[config.mk]
export PLATFORM = sky130hd
export DESIGN_NAME = ai_sched
export DESIGN_NICKNAME = d
export VERILOG_FILES = /design/src/rtl/ai_sched.sv
export SDC_FILE = /design/constraint.sdc
export NUM_CORES = 1
export LEC_CHECK = 0
export CAP_MARGIN = 15
export CELL_PAD_IN_SITES_DETAIL_PLACEMENT = 1
export CELL_PAD_IN_SITES_GLOBAL_PLACEMENT = 2
export CORE_UTILIZATION = 26
export DETAILED_ROUTE_END_ITERATION = 10
export GPL_ROUTABILITY_DRIVEN = 0
export PLACE_DENSITY_LB_ADDON = 0.08
export SLEW_MARGIN = 20
export SYNTH_ARGS = -nofsm -noshare
export SYNTH_HDL_FRONTEND = slang
export SYNTH_SLANG_ARGS = --single-unit
[constraint.sdc]
create_clock -name clk -period 2 [get_ports clk]
set_input_delay 0.4 -clock clk [delete_from_list [all_inputs] [get_ports clk]]
set_output_delay 0.4 -clock clk [all_outputs]
set_load 0.02 [all_outputs]
[src/rtl/ai_sched.sv]
// Round-robin scheduler that duty-cycles a shared anomaly-detection engine
// across NCH sensor channels and holds anomaly results until acknowledged.
module ai_sched #(
  parameter int NCH     = 4,
  parameter int DW      = 8,
  parameter int PERIOD  = 1000,
  parameter int TIMEOUT = 64,
  localparam int CW     = $clog2(NCH)
) (
  input  logic              clk,
  input  logic              reset,
  input  logic              sensor_enable,
  input  logic [NCH-1:0]    ch_valid,
  input  logic [NCH*DW-1:0] ch_data,
  output logic [NCH-1:0]    ch_taken,
  output logic              ai_start,
  output logic [DW-1:0]     ai_data,
  output logic [CW-1:0]     ai_ch,
  input  logic              ai_done,
  input  logic [1:0]        ai_result,
  output logic [1:0]        ai_signal,
  output logic [CW-1:0]     result_ch,
  input  logic              ack,
  output logic              alert_pending,
  output logic              sleep,
  output logic              timeout,
  output logic [2:0]        state_dbg
);

  localparam int WW = $clog2(PERIOD);
  localparam int TW = $clog2(TIMEOUT);

  typedef enum logic [2:0] {
    SLEEP = 3'd0,
    ARB   = 3'd1,
    ISSUE = 3'd2,
    WAIT  = 3'd3,
    HOLD  = 3'd4
  } state_t;

  state_t          state, state_nx;
  logic [WW-1:0]   wake_cnt;
  logic [TW-1:0]   to_cnt;
  logic [CW-1:0]   rr_ptr;

  logic            gnt_found;
  logic [CW-1:0]   gnt_idx;
  logic [CW-1:0]   cand;
  logic [CW-1:0]   rr_nx;
  logic [NCH-1:0]  gnt_oh;
  logic [DW-1:0]   gnt_data;
  logic            do_grant;
  logic            wait_to;
  logic [1:0]      res_norm;

  // Handshakes: ch_valid is a level held until the one-cycle ch_taken pulse
  // consumes it; ai_start requests one inference, answered by a one-cycle ai_done.
  always_comb begin
    gnt_found = 1'b0;
    gnt_idx   = '0;
    cand      = '0;
    for (int k = 0; k < NCH; k++) begin
      cand = CW'((int'(rr_ptr) + k) % NCH);
      if (!gnt_found && ch_valid[cand]) begin
        gnt_found = 1'b1;
        gnt_idx   = cand;
      end
    end
    gnt_oh   = '0;
    gnt_data = '0;
    for (int k = 0; k < NCH; k++) begin
      if (gnt_idx == CW'(k)) begin
        gnt_oh[k] = 1'b1;
        gnt_data  = ch_data[k*DW +: DW];
      end
    end
  end

  assign rr_nx     = (gnt_idx == CW'(NCH - 1)) ? '0 : gnt_idx + 1'b1;
  assign do_grant  = (state == ARB) && sensor_enable && gnt_found;
  assign wait_to   = (state == WAIT) && !ai_done && (to_cnt == TW'(TIMEOUT - 1));
  assign res_norm  = (ai_result == 2'b11) ? 2'b00 : ai_result;
  assign sleep     = (state == SLEEP);
  assign state_dbg = state;

  always_ff @(posedge clk or negedge reset) begin
    if (!reset) state <= SLEEP;
    else        state <= state_nx;
  end

  always_comb begin
    state_nx = state;
    unique case (state)
      SLEEP: if (wake_cnt == '0 && sensor_enable) state_nx = ARB;
      ARB:   state_nx = do_grant ? ISSUE : SLEEP;
      ISSUE: state_nx = WAIT;
      WAIT: begin
        if (ai_done)      state_nx = (ai_result == 2'b10) ? HOLD : ARB;
        else if (wait_to) state_nx = ARB;
      end
      HOLD:  if (ack) state_nx = ARB;
      default: state_nx = SLEEP;
    endcase
  end

  always_ff @(posedge clk or negedge reset) begin
    if (!reset) begin
      wake_cnt      <= WW'(PERIOD - 1);
      to_cnt        <= '0;
      rr_ptr        <= '0;
      ch_taken      <= '0;
      ai_start      <= 1'b0;
      ai_data       <= '0;
      ai_ch         <= '0;
      ai_signal     <= 2'b00;
      result_ch     <= '0;
      alert_pending <= 1'b0;
      timeout       <= 1'b0;
    end else begin
      ch_taken <= '0;
      ai_start <= 1'b0;
      timeout  <= 1'b0;
      case (state)
        SLEEP: if (wake_cnt != '0) wake_cnt <= wake_cnt - 1'b1;
        ARB: begin
          if (do_grant) begin
            ai_data  <= gnt_data;
            ai_ch    <= gnt_idx;
            rr_ptr   <= rr_nx;
            ai_start <= 1'b1;
            ch_taken <= gnt_oh;
          end else begin
            // Leaving for SLEEP: every sleep period starts from a full count.
            wake_cnt <= WW'(PERIOD - 1);
          end
        end
        ISSUE: to_cnt <= '0;
        WAIT: begin
          if (ai_done) begin
            ai_signal <= res_norm;
            result_ch <= ai_ch;
            if (ai_result == 2'b10) alert_pending <= 1'b1;
          end else if (wait_to) begin
            timeout <= 1'b1;
          end else begin
            to_cnt <= to_cnt + 1'b1;
          end
        end
        HOLD: begin
          if (ack) begin
            ai_signal     <= 2'b00;
            alert_pending <= 1'b0;
          end
        end
        default: ;
      endcase
    end
  end

endmodule

# [Yosys cells after proc, flatten, opt, wreduce, memory -nomap -nowiden]
# Cells that the tools add are included.
[word_totals] ff_bits=42 latchBits=0 mem_bits_rw=0 romBits=0 in_bits=43 output_inout_bits=25 elab_cells=120 memories=0
[op_classes] n_addsub=6 multipliers=0 n_div=0 order_cmp=4 n_eq_ne=19 n_shift=0 mux=53 n_bitwise=0 reduce_logical=26
[ops] cell="$mux W8" count=4
[ops] cell="$mux W1" count=20
[ops] cell="$mux W10" count=2
[ops] cell="$pmux W10 S2" count=1
[ops] cell="$mux W2" count=9
[ops] cell="$mux W3" count=5
[ops] cell="$pmux W3 S5" count=1
[ops] cell="$lt A2 B3 Y1 const B" count=4
[ops] cell="$mux W6" count=2
[ops] cell="$pmux W6 S2" count=1
[ops] cell="$reduce_and A3 Y1" count=4
[ops] cell="$logic_not A10 Y1" count=1
[ops] cell="$ne A2 B2 Y1 const B" count=5
[ops] cell="$reduce_bool A10 Y1" count=1
[ops] cell="$sub A10 B1 Y10 const B" count=1
[ops] cell="$bmux W1 S2" count=4
[ops] cell="$eq A2 B2 Y1 const B" count=4
[ops] cell="$logic_and A1 B1 Y1" count=8
[ops] cell="$mux W4" count=2
[ops] cell="$add A6 B1 Y6 const B" count=1
[ops] cell="$eq A3 B2 Y1 const B" count=2
[ops] cell="$eq A6 B6 Y1 const B" count=1
[ops] cell="$ne A2 B1 Y1 const B" count=3
[ops] cell="$reduce_bool A2 Y1" count=3
[ops] cell="13 further kinds" count=19

# [Depth between registers and ports, before layout]
# Gate-level depths: netlist of run 1.
[logic_depth] word_depth=17 depth_mapped=11 ltp_nobuf=9

# [Least setup slack after synthesis of run 1]
# No wires, ideal clock.
[synth_timing] path_type="input-to-reg" startpoint="input port ch_valid[1]" endpoint="register ai_data[0]" setup_ns=0.082 t_arrival_ns=2.165 required_ns=1.918 slack_ns=-0.247 stages=7 n_path_buf=0 path_cell_list="or4_4 > and2_1 > ha_1 > nor2b_1 > a221oi_1 > a211o_1 > a31oi_1"
[synth_between] elab_chain_cells=17 elab_cells_between_ends=32 cone_classes="eq/ne (3); mux (20); reduce/logical (9)"
[synth_rtl] element="start, declared" line_no="13" rtl="input logic [NCH-1:0] ch_valid,"
[synth_rtl] element="$bmux W1 S2" line_no="64" rtl="if (!gnt_found && ch_valid[cand]) begin"
[synth_rtl] element="$mux W1 (not written as such)" line_no="64"
[synth_rtl] element="$mux W1" line_no="64"
[synth_rtl] element="$logic_not A1 Y1" line_no="64"
[synth_rtl] element="$logic_and A1 B1 Y1" line_no="64"
[synth_rtl] element="$mux W1" line_no="64"
[synth_rtl] element="$logic_not A1 Y1" line_no="64"
[synth_rtl] element="$logic_and A1 B1 Y1" line_no="64"
[synth_rtl] element="$mux W1" line_no="64"
[synth_rtl] element="$logic_not A1 Y1" line_no="64"
[synth_rtl] element="$logic_and A1 B1 Y1" line_no="64"
[synth_rtl] element="$mux W2 (*)" line_no="64"
[synth_rtl] element="net gnt_idx[0]" line_no="47" rtl="logic [CW-1:0] gnt_idx;"
[synth_rtl] element="$logic_not A2 Y1" line_no="72" rtl="if (gnt_idx == CW'(k)) begin"
[synth_rtl] element="$mux W8 (3 in series)" line_no="72"
[synth_rtl] element="$mux W8 (*)" line_no="72"
[synth_rtl] element="end signal, assigned" line_no="127" rtl="ai_data <= gnt_data;"
[synth_rtl] element="end, declared" line_no="17" rtl="output logic [DW-1:0] ai_data,"
# Mark *: on every way through the listed nets, which the timed path passes. The rest lies on a longest branch. The select of a mux whose other input is x is not followed.
# A chain may end at the register's enable or synchronous reset.

# [Worst setup path in the final report of run 1]
[layout_timing] startpoint="input port ch_valid[1]" endpoint="register ai_data[7]"
# The elaborated chain is that of the path after synthesis.

==> run metrics, run 1 <==
part of the Yosys area used for sequential elements=45.57%; placed cell count=442; n_diodes=0; H-tree depth=2; drt first pass iters=4; Post-Route WL=6.956 mm; Mapped Area=2328 µm²; Min Clock Period, post-route=2.008 ns; kind of critical path=in -> reg; placement-stage cell area=3445 µm²; RSZ-0062 raised after global routing=true; NumNets Final=394; via density per instance=4.852; initial antenna violation count=0; status=complete, but fails checks; Antenna Nets Post-Route=0; final setup fails=1; Slew HR=71.67%; Final Max Tran Viols=0; CTS clk-pin slew, worst paths=0.09 ns; CTS buffer count=5; DRC viols=0; drt initial violations=19; most frequent cells in the layout=clkdlybuf4s50_1 (61), buf_4 (35), dfrtp_1 (32); Initial Util=26.83%; first-pass GRT wire length=11.59 mm; CTS root buffer=clkbuf_8; HP Class=reg -> reg; wire per inst=15.36 µm; Synth cell types=50; Die Ht=96.64 µm; CP Launch Type=primary input; Clock Skews=0.008052 ns; leakage power=1.535 nW; clock sinks=42; PD cells=1298 nW/µm²; Final WS setup=-0.008050 ns; Post-synth EDFFs=0; crit-path max FO=7; Peak supply drop=0.4882 mV; area occupied by multi-input gates=1345 µm²; post-synthesis area per instance=9.662 µm²; clk_lat worst skew=0.30 ns; setup_tns=-0.008050 ns; violated checks=setup timing; final instance area=3659 µm²; post-route insts no fill=453; Clock Tree Buf Depth=2; Worst-Margin Slew=0.4211 ns; max cap viols=0; largest net degree at the start of global routing=17; final count of hold timing violations=0; Global Route Usage Sum=15.29%; CTS tree=yes; gr ovfl total=0; die area=9338 µm²; Reg area=1064 µm²; Fill cells=993; share of layout cells above drive strength 1=28.70%; I/O pin total=68; dpl hpwl=5.388 mm; Seq cells post-synth=42; hold_ws=0.5098 ns; CP endpoint kind=flop; Peak Freq=498.0 MHz; Mapped Cells=241; most common cell after layout, fill and taps aside=clkdlybuf4s50_1; Post-Syn Nets=291; Area Growth Syn to Fin=57.12%; die extent in x=96.64 µm; number of synthesis warnings=0; WP data arrival=2.23 ns; ys async rst share=100.0%; Port Buffers=67; vias in the first global route=2,391; Core Box Area=8678 µm²; # rows=34; Synth Flop Type=dfrtp_1; Worst Path Required=2.22 ns; final period utilization=100.4%; via count=2,198
==> worst max-delay path: stages <==
cell,delay [ns]
clkdlybuf4s15_1,0.18
or4_4,0.53
and2_4,0.19
ha_4,0.17
nor2b_4,0.25
a221oi_2,0.10
a211o_1,0.23
a31oi_1,0.16
==> worst paths after layout <==
check / slack [ns] / depth (start not counted) / end / startpoint
worst max-delay path: -0.008 / 8 / ai_data[7] / ch_valid[1]
worst min-delay path: 0.51 / 2 / wake_cnt[1] / wake_cnt[1]
worst max register to register: -0.008 / 9 / ai_data[7] / rr_ptr[1]
worst min register to register: 0.51 / 2 / wake_cnt[1] / wake_cnt[1]
max in group asynchronous: 0.89 / 3 / wake_cnt[0] / reset
min in group asynchronous: 0.53 / 2 / to_cnt[5] / reset
==> cell type report <==
class | count | area share [%]
Sequential cell | 42 | 29.07
Multi-Input combinational cell | 176 | 36.76
Clock buffer | 7 | 2.086
Clock inverter | 1 | 0.2052
Inverter | 13 | 1.334
Tap cell | 108 | 3.694
Timing Repair Buffer | 106 | 26.85
==> per-layer routing <==
| metal | track usage, % | vias to the layer above | wire (µm) |
|---|---|---|---|
| li1 | - | 1085 | - |
| met1 | 18.61 | 1065 | 3104 |
| met2 | 27.25 | 44 | 3515 |
| met3 | 3.540 | 4 | 277 |
| met4 | 3.444 | 0 | 59 |
| met5 | 0 | - | 0 |
==> stage by stage <==
stage | power [mW] | worst slack, ns | utilization (%)
2_1_floorplan | 2.902 | -0.03654 | -
3_3_place_gp | 4.031 | -0.5498 | 39.69
4_1_cts | 4.715 | -0.05571 | 41.34
3_5_place_dp | 4.064 | -0.5891 | 39.69
6_report | 4.751 | -0.008050 | 42.16
5_1_grt | 5.106 | -0.1113 | 42.16
==> flip-flops by register name (all words and copies together), names as in the netlist <==
signal,count
wake_cnt,10
ai_data,8
to_cnt,6
ch_taken,4
state_dbg,3
ai_ch,2
ai_signal,2
result_ch,2
rr_ptr,2
ai_start,1
alert_pending,1
timeout,1
==> repair_timing <==
| action | CTS | global route |
|---|---|---|
| gates cloned | 0 | 0 |
| pin swaps | 12 | 12 |
| gates resized for setup | 18 | 17 |
| setup endpoints to repair | 19 | 9 |
| buffers inserted | 1 | 1 |
| hold buffers | 1 | 0 |
| endpoints found under the hold margin | 7 | 0 |
==> kinds of logic (layout without fill, tap and decap cells) <==
logic type,count (synthesis),after routing,share of synthesized area [%]
AOI/OAI and AO/OA,64,64,20.47
xor gates and xnor gates,2,2,0.7524
muxes,7,7,3.331
adders and majority gates,7,7,3.761
DFF,42,42,45.57
and+or+nand+nor,96,96,21.76
buffers and inverters,23,127,4.352
==> synthesized netlist by cell type (2+ instances only) <==
cell / count / area, µm²
dfrtp_1: 34 / 850.8
nor2_1: 28 / 105.1
nand2_1: 21 / 78.83
inv_1: 13 / 48.80
a21oi_1: 11 / 55.05
a31oi_1: 9 / 56.30
dfstp_2: 8 / 210.2
o21ai_0: 8 / 40.04
a211o_1: 7 / 61.31
a221oi_1: 7 / 61.31
ha_1: 7 / 87.58
nand3_1: 7 / 35.03
o31ai_1: 7 / 52.55
and2_1: 6 / 37.54
mux2_2: 6 / 67.56
nand2b_1: 6 / 37.54
clkbuf_1: 4 / 15.01
nor3_1: 4 / 20.02
and3_1: 3 / 18.77
buf_2: 3 / 15.01
or4_4: 3 / 33.78
and2b_1: 2 / 15.01
nand4_1: 2 / 12.51
nor2b_1: 2 / 12.51
nor3b_1: 2 / 15.01
o211ai_1: 2 / 15.01
o22a_2: 2 / 20.02
o41ai_1: 2 / 17.52
or3_1: 2 / 12.51
or4_1: 2 / 15.01
xor2_1: 2 / 17.52
==> power by group <==
group          switching (mW)  internal [mW]  total, mW
registers               0.233           1.17       1.41
clock network           0.302          0.248      0.549
logic                    1.39           1.40       2.79
Note: power is estimated with default switching activity, not from simulation.
==> run 2: changes to the inputs <==
Settings changed: CORE_ASPECT_RATIO set to 2.
==> run 2 against run 1 <==
The run still ends with setup timing left. Die area rose by 0.24%. Flip-flop and latch count unchanged. Utilization is 0.91 points higher. Critical endpoint is now ai_data[3].
==> run metrics, run 2 (synthesis gave the netlist of run 1 again) <==
die extent in x=68.92 µm (-29%); kind of critical path=in -> reg; Largest regs=wake_cnt: 10 flops, ai_data: 8 flops, to_cnt: 6 flops; vias in the first global route=2,375 (-0.67%); most frequent cells in the layout=clkdlybuf4s50_1 (61), dfrtp_1 (32), nor2_1 (28); Final Max Tran Viols=0 (unchanged); share of layout cells above drive strength 1=27.57% (-1.1 points); leakage power=1.567 nW (+2.1%); final setup fails=10 (+9); via density per instance=5.073 (+4.5%); CTS tree=yes; DRC viols=0 (unchanged); Peak Freq=478.7 MHz (-3.9%); Initial Util=26.92% (+0.093 points); CTS clk-pin slew, worst paths=0.06 ns (-0.03 ns); Min Clock Period, post-route=2.089 ns (+0.08085 ns); H-tree depth=2 (unchanged); CTS root buffer=clkbuf_16; final period utilization=104.4% (+4.0 points); Worst-Margin Slew=0.5775 ns (+0.1564 ns); dpl hpwl=5.641 mm (+4.7%); n_diodes=0 (unchanged); die area=9361 µm² (+0.24%); placement-stage cell area=3415 µm² (-0.87%); clock sinks=42 (unchanged); # hold bufs at CTS=0 (-1); crit-path max FO=7 (unchanged); RSZ-0062 raised after global routing=true; Antenna Nets Post-Route=0 (unchanged); CP Launch Type=primary input; most common cell after layout, fill and taps aside=clkdlybuf4s50_1; gr ovfl total=0 (unchanged); clk_lat worst skew=0.29 ns (about the same); Area Growth Syn to Fin=59.97%; NumNets Final=390 (-1.0%); drt first pass iters=4 (unchanged); Post-Route WL=7.409 mm (+6.5%); Fill cells=1,008 (+1.5%); Die Ht=135.8 µm (+41%); CTS buffer count=5 (unchanged); largest net degree at the start of global routing=43 (+26); PD cells=1389 nW/µm² (+7.0%); Top reg by flops=wake_cnt; final count of hold timing violations=0 (unchanged); status=complete, but fails checks; setup_tns=-0.3730 ns (-0.3649 ns); initial antenna violation count=0 (unchanged); Final WS setup=-0.08890 ns (-0.08085 ns); HP Class=in -> async; WP data arrival=2.30 ns (+0.07 ns); Clock Tree Buf Depth=2 (unchanged); Tot Pwr=5.175 mW (+8.9%); Slew HR=61.50% (-10 points); max FFs per register=10 (unchanged); # rows=48 (+41%); CP endpoint kind=flop; Place WS=-0.6462 ns (-0.05710 ns); max cap viols=0 (unchanged); Global Route Usage Sum=17.10% (+1.8 points); hold_ws=0.1917 ns (-0.3181 ns); Peak supply drop=0.4840 mV (-0.86%); I/O pin total=68 (unchanged); via count=2,237 (+1.8%); drt initial violations=54 (+35); Worst Path Required=2.21 ns (about the same); final instance area=3725 µm² (+1.8%); violated checks=setup timing; first-pass GRT wire length=11.63 mm (+0.35%); wire per inst=16.80 µm (+9.4%); Clock Skews=0.006577 ns (-0.001475 ns); Port Buffers=67 (unchanged); Core Box Area=8648 µm² (-0.35%)
run 2: changes by cell type in the layout (fill, tap and decap cells not counted), moves of 2 or more:
cell           delta
clkbuf_8          -4
clkbuf_1          -2
dlygate4sd2_1     +2
clkbuf_2          -2
buf_12            +3
clkbuf_16         +5
buf_6             +2
ha_1              +2
buf_4             -8
run 2: final timing paths:
path	cells after the start	slack, ns	from	end
max reg2reg	11	-0.08	rr_ptr[1]	ai_data[3]
min	2	0.19	reset	wake_cnt[4]
min reg2reg	1	0.51	result_ch[1]	result_ch[1]
max	9	-0.09	ch_valid[0]	ai_data[3]
min in group clk	1	0.51	result_ch[1]	result_ch[1]
max in group asynchronous	2	1.38	reset	rr_ptr[1]
run 2: what timing repair did:
item                       in CTS  in global routing
setup endpoints to repair      25                 11
setup buffers                   2                  2
resized for setup               8                 21
pin swaps                       9                 15
gates cloned                    0                  1
run 2: cell type report:
type	instances	area (µm²)	share of cell area (%)
Clock inverter	2	12.51	0.3359
Clock buffer	6	138.9	3.729
Sequential cell	42	1064	28.55
Tap cell	100	125.1	3.359
Inverter	13	48.80	1.310
Timing Repair Buffer	101	987.2	26.50
Multi-Input combinational cell	177	1349	36.21
run 2: worst max-delay path: stages:
cell and delay, ns:
dlygate4sd2_1 0.24, or4_4 0.54, and2_4 0.19, ha_4 0.17, nor2b_4 0.12, buf_12 0.14
a221oi_4 0.06, a211o_1 0.26, a31oi_1 0.16
run 2: power breakdown:
group	internal [mW]	switching [mW]	leakage, nW
clock	0.495	0.349	0.0729
sequential	1.18	0.235	0.510
combinational	1.47	1.45	0.984
run 2: routing by layer:
layer	global-route usage, %	part of all wire, %	vias up
met2	33.66	60	55
met3	3.020	3.1	7
li1	-	-	1081
met5	0	0	-
met1	16.10	35	1094
met4	6.576	1.9	0
run 2: metrics by stage:
stage,instances,utilization [%]
2_1_floorplan,241,-
3_3_place_gp,428,39.48
3_5_place_dp,428,39.48
4_1_cts,438,41.59
5_1_grt,441,43.07
6_report,441,43.07
